==> src/rtl/bus_master_cmd_queue.sv <==
// Command FIFO feeding a hold/execute/completion/release issuer on the bus master port.
// Define BUS_CMDQ_TIMEOUT_EN to compile in the EXEC watchdog abort.
module bus_master_cmd_queue #(
   parameter int DEPTH   = 4,
   parameter int GAP     = 2,
   parameter int TIMEOUT = 255
) (
   input  logic        CLK,
   input  logic        RST,
   input  logic        C_VALID,
   output logic        C_READY,
   input  logic [15:0] C_ADDR,
   input  logic        C_RW,
   input  logic [7:0]  C_WDATA,
   output logic        R_VALID,
   output logic        R_RW,
   output logic [7:0]  R_RDATA,
   output logic        R_ERR,
   output logic        M_HOLD,
   output logic        M_EXECUTE,
   output logic [15:0] M_ADDR,
   output logic        M_RW,
   output logic [7:0]  M_DIN,
   input  logic        M_DVALID,
   input  logic [7:0]  M_DOUT,
   input  logic        M_BSY
);
   localparam int PW = $clog2(DEPTH);
   localparam int CW = $clog2(DEPTH) + 1;
   localparam logic [CW-1:0] FULL     = CW'(DEPTH);
   localparam logic [3:0]    GAP_LAST = 4'(GAP - 1);

   localparam logic [1:0] IDLE    = 2'd0;
   localparam logic [1:0] HOLD    = 2'd1;
   localparam logic [1:0] EXEC    = 2'd2;
   localparam logic [1:0] RELEASE = 2'd3;

   generate
      if (DEPTH < 2 || DEPTH > 16 || (DEPTH & (DEPTH - 1)) != 0 ||
          GAP < 1 || GAP > 15 || TIMEOUT < 1 || TIMEOUT > 255) begin : g_bad_param
         $error("bus_master_cmd_queue: parameter out of range");
      end
   endgenerate

   logic [24:0]   mem [DEPTH];
   logic [PW-1:0] wr_ptr;
   logic [PW-1:0] rd_ptr;
   logic [CW-1:0] count;
   logic [1:0]    state;
   logic [3:0]    gap_cnt;
   logic [24:0]   head;
   logic          push;
   logic          pop;
   logic          done;
   logic          abort;

   assign C_READY   = (count != FULL);
   assign push      = C_VALID && C_READY;
   assign head      = mem[rd_ptr];
   assign done      = (state == EXEC) && M_DVALID;
   assign pop       = done || abort;
   assign M_HOLD    = (state == HOLD) || (state == EXEC);
   assign M_EXECUTE = (state == EXEC);

`ifdef BUS_CMDQ_TIMEOUT_EN
   localparam logic [7:0] WD_LAST = 8'(TIMEOUT - 1);
   logic [7:0] wd;

   // A completion arriving on the terminal watchdog edge takes priority over the abort.
   assign abort = (state == EXEC) && !M_DVALID && (wd == WD_LAST);

   always_ff @(posedge CLK) begin
      if (RST)
         wd <= '0;
      else if (state == HOLD)
         wd <= '0;
      else if (state == EXEC)
         wd <= wd + 8'd1;
   end
`else
   assign abort = 1'b0;
`endif

   always_ff @(posedge CLK) begin
      if (push)
         mem[wr_ptr] <= {C_ADDR, C_RW, C_WDATA};
   end

   always_ff @(posedge CLK) begin
      if (RST) begin
         wr_ptr <= '0;
         rd_ptr <= '0;
         count  <= '0;
      end else begin
         if (push)
            wr_ptr <= wr_ptr + PW'(1);
         if (pop)
            rd_ptr <= rd_ptr + PW'(1);
         case ({push, pop})
            2'b10:   count <= count + CW'(1);
            2'b01:   count <= count - CW'(1);
            default: count <= count;
         endcase
      end
   end

   always_ff @(posedge CLK) begin
      if (RST) begin
         state   <= IDLE;
         gap_cnt <= '0;
         M_ADDR  <= '0;
         M_RW    <= 1'b0;
         M_DIN   <= '0;
         R_VALID <= 1'b0;
         R_RW    <= 1'b0;
         R_RDATA <= '0;
         R_ERR   <= 1'b0;
      end else begin
         R_VALID <= pop;
         if (pop) begin
            R_RW    <= M_RW;
            R_RDATA <= (done && !M_RW) ? M_DOUT : 8'h00;
            R_ERR   <= abort;
         end
         case (state)
            IDLE: begin
               if (count != '0 && !M_BSY) begin
                  state  <= HOLD;
                  M_ADDR <= head[24:9];
                  M_RW   <= head[8];
                  // Reads leave M_DIN at whatever the last write drove.
                  if (head[8])
                     M_DIN <= head[7:0];
               end
            end
            HOLD:
               state <= EXEC;
            EXEC: begin
               if (pop) begin
                  state   <= RELEASE;
                  gap_cnt <= GAP_LAST;
               end
            end
            default: begin
               if (gap_cnt == 4'd0)
                  state <= IDLE;
               else
                  gap_cnt <= gap_cnt - 4'd1;
            end
         endcase
      end
   end
endmodule

==> config.mk <==
export PLATFORM = sky130hd
export DESIGN_NAME = bus_master_cmd_queue
export DESIGN_NICKNAME = d
export VERILOG_FILES = /design/src/rtl/bus_master_cmd_queue.sv
export SDC_FILE = /design/constraint.sdc
export NUM_CORES = 1
export LEC_CHECK = 0
export ABC_AREA = 1
export BUFFER_PORTS_ARGS = -buffer_cell sky130_fd_sc_hd__buf_4
export CAP_MARGIN = 0
export CORE_MARGIN = 4
export CORE_UTILIZATION = 55
export CTS_CLUSTER_DIAMETER = 120
export DETAILED_ROUTE_END_ITERATION = 10
export PLACE_DENSITY_LB_ADDON = 0.25
export SYNTH_ARGS = -nofsm -noshare
export SYNTH_HDL_FRONTEND = slang
export SYNTH_SLANG_ARGS = --single-unit
export TNS_END_PERCENT = 1
==> constraint.sdc <==
create_clock -name CLK -period 2.7 [get_ports CLK]
set_input_delay 0.54 -clock CLK [delete_from_list [all_inputs] [get_ports CLK]]
set_output_delay 0.54 -clock CLK [all_outputs]
set_load 0.005 [all_outputs]
==> impl_metrics.toml <==
[clock_network]
path_clk_slew_ps = 60
clock_latency_ps = 530
cts_buffers = 17
cts_tree = "yes"
post-cts-setup-buffers = 0
htreeDepth = 4
cts_resized = 0
cts_hold_buf = 0
clock_path_buffers = 2
cts_sinks = 150
clock-root-buffer = "clkbuf_8"

[timing]
hold_violations = 0
setup-violations-final = 0
period_share = 0.840
whs_ps = 215
worst_clock_skew_ps = 6.95
period_needed_ps = 2270
slew_headroom = 0.620
max_freq_mhz = 441
rsz0062_at_grt = "false"
tightestPinTransition_ps = 569
drv_slew = 0
finalSetupTns_ps = 0

[yosys]
ys_async_sr_fraction = 0
netlist.area_leader.share = 0.516
ys_dominant_reg_cell = "edfxtp_1"
synth_edf_count = 100
syn_inst = 535
netlist_top_cells_area = "edfxtp_1, dfxtp_1, nor2_1"
synth_nets = 584
synthMostInstantiatedCell = "nor2_1"
ys_top_cells_by_count = "nor2_1, edfxtp_1, o21ai_0, nand2_1, dfxtp_1"
ys_ff_latch = 150
ys_seq_area_frac = 0.688
synthDistinctLibCells = 27
netlist_area_mm2 = 0.00582
synth_top_area_cell = "edfxtp_1"
syn_area_per_cell_um2 = 10.9
yosysWarnings = 0

[worst_setup_path]
ff2ff_path_depth = 11
cp_cell_sequence = "inv_1, ha_1, nand2_1, inv_2, ha_1, inv_1, fa_1, a21oi_1, o21ai_0, o21ai_0, a21oi_1"
r2r_end = "count[2]"
crit_path_max_incr_delay_ps = 380
worst-setup-path-type = "flop to flop"
rr_startpoint = "state[0]"
crit_buf_inv = 3
crit_fanout = 11
cp.depth = 11
critPathLaunchType = "flop"
worstPathRequired_ps = 3110
critPathCaptureType = "flop"
slowest_stage = "fa_1"
cp_top_family = "adder cells"
r2r_setup_slack_ps = 430
arrival_ps = 2670

[placement]
place_hpwl_um = 7710
gp_congestion = 0.780
dpl_cell_area_mm2 = 0.00653
port_buffers = 75

[floorplanning]
rows = 37
dieHeight_um = 111
initial_utilization = 0.564
fp.dieW_um = 111
ioPinCount = 77
die-area_mm2 = 0.0123
core_mm2 = 0.0103

[cells_and_area]
diodes = 0
finish.instance_area_mm2 = 0.00711
layout-drive-gt1-share = 0.211
area_growth_syn_to_layout_pct = 22.1
nets = 666

[global_routing]
grt_antenna_before_repair = 0
grt_max_degree = 51
grt_pass1_wl_um = 20100
first_global_vias = 4085
track_usage = 0.206
grt-ovfl-total = 0

[power]
leakage_uw = 0.00285
p_sw_uw = 1710
switching_share = 0.272
p_comb_frac = 0.194
p_per_area_mw_per_mm2 = 884
p_int_uw = 4580
p_clk_frac = 0.356
vdd_drop_max_uv = 465
p_seq_frac = 0.450

[drt]
drt_iter0_markers = 300
drc = 0
drtAntennaViolNets = 0
drtPass1Iterations = 5
routedWlPerCell_um = 15.9
wl_um = 12200
viasPerCell = 5.21
num_vias = 3991

[min_path]
holdPathEnd = "mem[2][22]"
hold_path_depth = 1
hold_path_startpoint = "C_ADDR[13]"
hold_path_class = "input port to flop"

[outcome]
outcome = "finished clean"

[run]
max_cap_viol_count = 0
## worst max-delay path by stage
stage | start | end | slack (ps)
after floorplan | C_VALID | mem[0][0] | 510
after global placement | M_DVALID | count[2] | 520
after detailed placement | state[0] | count[2] | 440
after CTS | state[0] | count[2] | 440
after global routing | state[0] | count[2] | 250
final | state[0] | count[2] | 430
## placed cells by master, fill, tap and decap left out, types with 10 or more instances in the layout
| cell | instances |
|---|---|
| clkbuf_16 | 20 |
| ha_1 | 10 |
| nand2_1 | 60 |
| dfxtp_1 | 50 |
| nor2_1 | 114 |
| o22ai_1 | 24 |
| o21ai_0 | 68 |
| inv_1 | 35 |
| buf_4 | 85 |
| a21oi_1 | 17 |
| edfxtp_1 | 100 |
## registers in the layout, indices dropped and copies added, names as in the netlist, named ones only
register,flops
M_ADDR,16
M_DIN,8
M_RW,1
R_RDATA,8
R_RW,1
R_VALID,1
count,3
gap_cnt,4
mem,100
rd_ptr,2
state,2
wr_ptr,2
## routing by layer
metal	vias up	GRT usage	routed length (um)
met5	-	0	0
met4	0	0.0805	242
met3	20	0.0573	988
met2	146	0.331	5800
met1	1853	0.267	5180
li1	1972	-	-
## power by group through the flow
stage / clock [uW] / combinational [uW] / sequential (uW)
final: 2240 / 1220 / 2830
after global routing: 2390 / 1390 / 2850
after floorplan: 0 / 777 / 2860
after detailed placement: 0 / 1210 / 2870
after CTS: 2270 / 1230 / 2830
after global placement: 0 / 1180 / 2860
## cells by family after synthesis
logic type,after synthesis,share of synthesized area
buf+inv,66,0.0507
fa+ha+maj,11,0.0249
simple gates,192,0.131
flops,150,0.688
compound gates,114,0.103
other cells,1,0.000644
xor+xnor,1,0.00150
## stage by stage
step | std cells | setup slack, ps | power, uW | utilization
floorplan | 535 | 514 | 3630 | -
global placement | 734 | 524 | 4040 | 0.632
detailed placement | 734 | 440 | 4090 | 0.632
CTS | 766 | 437 | 6330 | 0.689
global route | 766 | 255 | 6630 | 0.689
finish | 766 | 432 | 6290 | 0.689
## final cells by class
cell class / count / area [um^2]
timing repair buffer: 86 / 658
inverter: 43 / 161
multi-input combinational: 319 / 1530
tap: 136 / 170
sequential: 150 / 4000
clock inverter: 7 / 35.0
fill: 735 / 3210
clock buffer: 25 / 549
Power figures use the tool's default switching activity.
